**src/rtl/keypad_pkg.sv**
```systemverilog
// Shared types and constants for the 4x4 keypad scanner.
// KEY_MAP is indexed [row][col]; row 3 carries '*' as E and '#' as F.
package keypad_pkg;

    localparam int NUM_ROWS = 4;
    localparam int NUM_COLS = 4;

    typedef enum logic [1:0] {
        SCAN,
        CONFIRM,
        REPORT,
        WAIT_RELEASE
    } scan_state_t;

    // Packed [row][col][code]: each 16-bit row group is {col3, col2, col1, col0}.
    localparam logic [NUM_ROWS-1:0][NUM_COLS-1:0][3:0] KEY_MAP =
        64'hDF0E_C987_B654_A321;

    function automatic logic [1:0] first_low_row(input logic [NUM_ROWS-1:0] rows);
        logic [1:0] idx;
        idx = 2'd0;
        for (int i = NUM_ROWS - 1; i >= 0; i--) begin
            if (!rows[i]) begin
                idx = 2'(i);
            end
        end
        return idx;
    endfunction

endpackage

```
**src/rtl/keypad_scanner_row_synchronizer.sv**
```systemverilog
// Multi-stage synchronizer for the asynchronous active-low keypad rows.
// Every stage resets to 1 so that reset looks like "no key pressed".
module row_synchronizer #(
    parameter int STAGES = 2,
    parameter int WIDTH  = 4
) (
    input  logic             clk,
    input  logic             reset,
    input  logic [WIDTH-1:0] d,
    output logic [WIDTH-1:0] q
);

    logic [WIDTH-1:0] chain [STAGES];

    always_ff @(posedge clk or negedge reset) begin
        if (!reset) begin
            for (int i = 0; i < STAGES; i++) begin
                chain[i] <= '1;
            end
        end else begin
            chain[0] <= d;
            for (int i = 1; i < STAGES; i++) begin
                chain[i] <= chain[i-1];
            end
        end
    end

    assign q = chain[STAGES-1];

endmodule

```
**src/rtl/keypad_scanner.sv**
```systemverilog
// Column-scanning 4x4 keypad front end: debounces on clk_cut ticks, reports one
// hex code per press with a stop_flag pulse, then waits for a full release.
module keypad_scanner
    import keypad_pkg::*;
#(
    parameter int STABLE_SCANS   = 2,
    parameter int RELEASE_CYCLES = 27000,
    parameter int SYNC_STAGES    = 2
) (
    input  logic                clk,
    input  logic                reset,
    input  logic                clk_cut,
    input  logic                enable_input,
    input  logic [NUM_ROWS-1:0] rows_n,
    output logic [NUM_COLS-1:0] cols_n,
    output logic                stop_flag,
    output logic [3:0]          key_code,
    output logic                key_valid
);

    localparam int CNT_W = $clog2(STABLE_SCANS + 1);
    localparam int REL_W = (RELEASE_CYCLES > 1) ? $clog2(RELEASE_CYCLES) : 1;
    localparam logic [CNT_W-1:0] CONFIRM_TARGET = CNT_W'(STABLE_SCANS);
    localparam logic [REL_W-1:0] RELEASE_LAST   = REL_W'(RELEASE_CYCLES - 1);

    scan_state_t       state_q, state_d;
    logic [1:0]        col_idx_q, col_idx_d;
    logic [1:0]        row_q, row_d;
    logic [1:0]        col_q, col_d;
    logic [CNT_W-1:0]  confirm_cnt_q, confirm_cnt_d;
    logic [CNT_W-1:0]  confirm_inc;
    logic [REL_W-1:0]  rel_cnt_q, rel_cnt_d;
    logic [3:0]        key_code_q, key_code_d;
    logic              key_valid_q, key_valid_d;
    logic              clk_prev;
    logic              tick;
    logic [NUM_ROWS-1:0] rows_s;
    logic [1:0]        row_sel;
    logic              any_low;

    row_synchronizer #(
        .STAGES (SYNC_STAGES),
        .WIDTH  (NUM_ROWS)
    ) u_row_sync (
        .clk   (clk),
        .reset (reset),
        .d     (rows_n),
        .q     (rows_s)
    );

    // clk_prev resets high so a clk_cut already high at reset release is not a tick.
    always_ff @(posedge clk or negedge reset) begin
        if (!reset) begin
            clk_prev <= 1'b1;
        end else begin
            clk_prev <= clk_cut;
        end
    end

    assign tick        = clk_cut & ~clk_prev;
    assign row_sel     = first_low_row(rows_s);
    assign any_low     = (rows_s != '1);
    assign confirm_inc = confirm_cnt_q + 1'b1;

    always_ff @(posedge clk or negedge reset) begin
        if (!reset) begin
            state_q       <= SCAN;
            col_idx_q     <= 2'd0;
            row_q         <= 2'd0;
            col_q         <= 2'd0;
            confirm_cnt_q <= '0;
            rel_cnt_q     <= '0;
            key_code_q    <= 4'h0;
            key_valid_q   <= 1'b0;
        end else begin
            state_q       <= state_d;
            col_idx_q     <= col_idx_d;
            row_q         <= row_d;
            col_q         <= col_d;
            confirm_cnt_q <= confirm_cnt_d;
            rel_cnt_q     <= rel_cnt_d;
            key_code_q    <= key_code_d;
            key_valid_q   <= key_valid_d;
        end
    end

    always_comb begin
        state_d       = state_q;
        col_idx_d     = col_idx_q;
        row_d         = row_q;
        col_d         = col_q;
        confirm_cnt_d = confirm_cnt_q;
        rel_cnt_d     = rel_cnt_q;
        key_code_d    = key_code_q;
        key_valid_d   = key_valid_q;

        case (state_q)
            SCAN: begin
                if (tick) begin
                    if (any_low && enable_input) begin
                        row_d         = row_sel;
                        col_d         = col_idx_q;
                        confirm_cnt_d = CNT_W'(1);
                        state_d       = (STABLE_SCANS == 1) ? REPORT : CONFIRM;
                    end else begin
                        col_idx_d = col_idx_q + 2'd1;
                    end
                end
            end
            CONFIRM: begin
                if (tick) begin
                    if (!rows_s[row_q]) begin
                        confirm_cnt_d = confirm_inc;
                        if (confirm_inc == CONFIRM_TARGET) begin
                            state_d = REPORT;
                        end
                    end else begin
                        state_d       = SCAN;
                        col_idx_d     = col_idx_q + 2'd1;
                        confirm_cnt_d = '0;
                    end
                end
            end
            REPORT: begin
                state_d       = WAIT_RELEASE;
                confirm_cnt_d = '0;
                rel_cnt_d     = '0;
            end
            WAIT_RELEASE: begin
                if (any_low) begin
                    rel_cnt_d = '0;
                end else if (rel_cnt_q == RELEASE_LAST) begin
                    state_d   = SCAN;
                    col_idx_d = col_idx_q + 2'd1;
                    rel_cnt_d = '0;
                end else begin
                    rel_cnt_d = rel_cnt_q + 1'b1;
                end
            end
            default: begin
                state_d = SCAN;
            end
        endcase

        // Latch the code on entry to REPORT so it is valid alongside stop_flag.
        if (state_d == REPORT && state_q != REPORT) begin
            key_code_d  = KEY_MAP[row_d][col_d];
            key_valid_d = 1'b1;
        end
    end

    assign cols_n    = ~(4'b0001 << col_idx_q);
    assign stop_flag = (state_q == REPORT);
    assign key_code  = key_code_q;
    assign key_valid = key_valid_q;

endmodule

```
**config.mk**
```make
export PLATFORM = sky130hd
export DESIGN_NAME = keypad_scanner
export DESIGN_NICKNAME = d
export VERILOG_FILES = /design/src/rtl/keypad_pkg.sv /design/src/rtl/keypad_scanner_row_synchronizer.sv /design/src/rtl/keypad_scanner.sv
export SDC_FILE = /design/constraint.sdc
export NUM_CORES = 1
export LEC_CHECK = 0
export BUFFER_PORTS_ARGS = -buffer_cell sky130_fd_sc_hd__buf_2
export CAP_MARGIN = 0
export CORE_ASPECT_RATIO = 1.1
export CORE_MARGIN = 2
export CORE_UTILIZATION = 50
export CTS_CLUSTER_DIAMETER = 120
export DETAILED_ROUTE_END_ITERATION = 12
export GPL_TIMING_DRIVEN = 0
export PLACE_DENSITY = 0.69
export SYNTH_ARGS = -nofsm -noshare
export SYNTH_HDL_FRONTEND = slang
export SYNTH_HIERARCHICAL = 1
export SYNTH_SLANG_ARGS = --single-unit
```
**constraint.sdc**
```tcl
create_clock -name clk -period 3.96 [get_ports clk]
set_clock_uncertainty 0.05 [all_clocks]
set_input_delay 0.594 -clock clk [delete_from_list [all_inputs] [get_ports clk]]
set_output_delay 0.594 -clock clk [all_outputs]
set_load 0.005 [all_outputs]
```
==> results.sh <==
export IMPL_wl_per_cell_um=13.2
export IMPL_dr_first_iter_drc_count=90
export IMPL_p_seq_share_pct=58.4
export IMPL_outcome="complete, no violations"
export IMPL_max_stage_delay_ps=580
export IMPL_hold_viol=0
export IMPL_critPathMaxFanout=9
export IMPL_clk_path_buf_depth=2
export IMPL_synth_fa_ha_area_share_pct=6.40
export IMPL_h_tree_depth=2
export IMPL_instances_no_fill=296
export IMPL_routed_wl_um=3890
export IMPL_holdBufCountCts=0
export IMPL_stdcell_area_sq_um=2390
export IMPL_setup_tns_final_ps=0
export IMPL_yosys_cell_types_count=46
export IMPL_syn_num_nets=236
export IMPL_io_pins=18
export IMPL_clock_sinks=39
export IMPL_cts_resized=0
export IMPL_clk_latency_ps=290
export IMPL_num_vias=1623
export IMPL_yosysWarnings=6
export IMPL_muxShareOfSynthArea_pct=5.53
export IMPL_fmaxAchievable_ghz=0.370
export IMPL_path_class="reg -> reg"
export IMPL_combPwrFrac_pct=3.9
export IMPL_synth_seq_cells=39
export IMPL_tightest_slew_ps=836
export IMPL_ant_nets=0
export IMPL_diodes=0
export IMPL_finalWeightedCongestion=0.843
export IMPL_vias_per_cell=5.48
export IMPL_initial_utilization_pct=50.9
export IMPL_grt_max_degree=40
export IMPL_ys_top_cells_by_count="dfrtp_1, o21ai_0, nand2_1, nor2_1, inv_1"
export IMPL_cts_tree="done"
export IMPL_rows=25
export IMPL_die_h_um=72.8
export IMPL_grt_overflow_total=0
export IMPL_die_area_sq_um=4840
export IMPL_ys_flop_type="dfrtp_1"
export IMPL_drcViolationCount=0
export IMPL_cp_required_ps=4080
export IMPL_synth_simple_area_share_pct=18.3
export IMPL_switching_share_pct=23.0
export IMPL_post_cts_buffers=0
export IMPL_crit_path_cell_trace="buf_6, or4b_1, or4_4, o311ai_2, o311ai_2, nand4b_4, mux2_4"
export IMPL_netSwitchingPower_uw=161
export IMPL_port_buffers=17
export IMPL_critPathMostFrequentCell="o311ai_2"
export IMPL_synth_cells=217
export IMPL_ys_seq_area_share_pct=45.9
export IMPL_synth_most_common_cell="dfrtp_1"
export IMPL_placed_cells=288
export IMPL_dpl_hpwl_um=2790
export IMPL_antenna_found_initial=0
export IMPL_synth_edff_count=0
export IMPL_synth_area_sq_um=2150
export IMPL_critPathSlowestCell="or4_4"
export IMPL_track_usage_pct=18.0
export IMPL_synth_area_top_cells="dfrtp_1, dfstp_2, ha_1"
export IMPL_postSynth_asyncResetShare_pct=100
export IMPL_cap_viol_max_count=0
export IMPL_area_growth_pct=11.2
export IMPL_slew_headroom_pct=44.2
export IMPL_vdd_drop_max_v=0.000232
export IMPL_coreArea_sq_um=4220
export IMPL_arrival_ps=2830
export IMPL_grt_pass1_wl_um=6750
export IMPL_slew_viol_final=0
export IMPL_die_w_um=66.5
export IMPL_synth_compound_area_share_pct=15.4
export IMPL_pwr_share_clk_pct=37.7
export IMPL_period_minus_slack_ps=2700
export IMPL_avgSynthCellArea_sq_um=9.91
export IMPL_power_density_nw_per_um2=292
export IMPL_grt_pass1_vias=1491
export IMPL_yosysTopAreaCellShare_pct=34.9
export IMPL_clkTransAtPathRegs_ps=80
export IMPL_setup_viol=0
export IMPL_synth_top_family_by_area="simple AND/OR/NAND/NOR gates"
export IMPL_leakage_uw=0.00108
export IMPL_rsz0062_at_grt="no"
export IMPL_synth_xor_area_share_pct=3.26
export IMPL_cts_buffers=5
export IMPL_fin_nets=260
export IMPL_hp_class="reg -> reg"
export IMPL_p_int_uw=538
export IMPL_root_buffer="clkbuf_8"
export IMPL_drive_gt1_share_pct=21.1
export IMPL_end_kind="flop"
export IMPL_crit_path_start_kind="flop"
export IMPL_period_share_pct=68.3
export IMPL_drtPass1Iterations=4
export IMPL_detailed_place_area_sq_um=2300
export IMPL_yosysTopAreaCell="dfrtp_1"
## state kept, by name (all words and copies together) (netlist names)
register	cells
clk_prev	1
col_idx_q	2
col_q	2
confirm_cnt_q	2
key_code	4
key_valid	1
rel_cnt_q	15
row_q	2
state_q	2
u_row_sync/chain	4
u_row_sync/q	4
## worst max-delay path, delay by kind of cell, from the launching register on
kind            cells  cell delay, ps
buf+inv             1             130
compound gates      2             440
mux                 1             310
simple gates        3            1270
flops               1             380
## cell type report
| type | instances | area [sq um] |
|---|---|---|
| multi-input cells | 154 | 1050 |
| clock inverters | 3 | 20.0 |
| fillers | 396 | 1830 |
| clock buffers | 5 | 68.8 |
| inverters | 13 | 48.8 |
| plain buffers | 11 | 65.1 |
| well taps | 54 | 67.6 |
| flip-flops and latches | 39 | 987 |
| repair buffers | 17 | 85.1 |
## metal layers
| layer | wire, um | GRT usage, % | vias to the layer above | share of wire, % |
|---|---|---|---|---|
| met4 | 29 | 4.76 | 0 | 0.74 |
| li1 | - | - | 819 | - |
| met3 | 136 | 4.17 | 4 | 3.5 |
| met2 | 1840 | 28.8 | 37 | 47 |
| met5 | 0 | 0 | - | 0 |
| met1 | 1890 | 24.9 | 763 | 49 |
## path summary, 6_finish.rpt
path / slack, ps / startpoint / end / cells after the start
min in group asynchronous: 350 / reset / confirm_cnt_q[1] / 1
worst max-delay path: 1260 / rel_cnt_q[3] / key_code[1] / 7
max in group asynchronous: 2980 / reset / rel_cnt_q[7] / 1
worst min-delay path: 310 / u_row_sync/chain[7] / u_row_sync/q[3] / 0
worst min register to register: 310 / u_row_sync/chain[7] / u_row_sync/q[3] / 0
worst max register to register: 1260 / rel_cnt_q[3] / key_code[1] / 7
## power by group through the flow
stage                     clock, uW  combinational [uW]  sequential, uW
after floorplan                   0                13.0             415
after global placement            0                27.3             416
after CTS                       277                27.8             408
after detailed placement          0                27.8             416
after global routing            291                31.4             409
final                           264                27.1             408
## through the flow
stage / utilization [%] / setup slack, ps / hold slack (ps) / total power, uW
2_1_floorplan: - / 1370 / 248 / 428
3_3_place_gp: 54.5 / 1270 / 296 / 443
3_5_place_dp: 54.5 / 1250 / 297 / 444
4_1_cts: 56.7 / 1240 / 309 / 713
5_1_grt: 56.7 / 1110 / 313 / 731
6_report: 56.7 / 1260 / 308 / 699
## cells by family after synthesis
family / Yosys count
mux: 9
xor+xnor: 8
simple gates: 75
buf+inv: 24
compound gates: 51
flops: 39
fa+ha+maj: 11
## placed cells by master (no fill, tap or decap), types with 4 or more instances in the layout
cell	count
nand3_1	10
nor2_1	20
clkbuf_1	5
clkbuf_8	5
nand2_1	20
mux2i_1	4
buf_2	18
a21oi_1	8
inv_1	13
xnor2_1	6
nor3_1	5
o21ai_0	22
ha_1	11
dfrtp_1	30
buf_4	4
nand2b_1	4
dfstp_2	9
(Power assumes the default switching activity.)
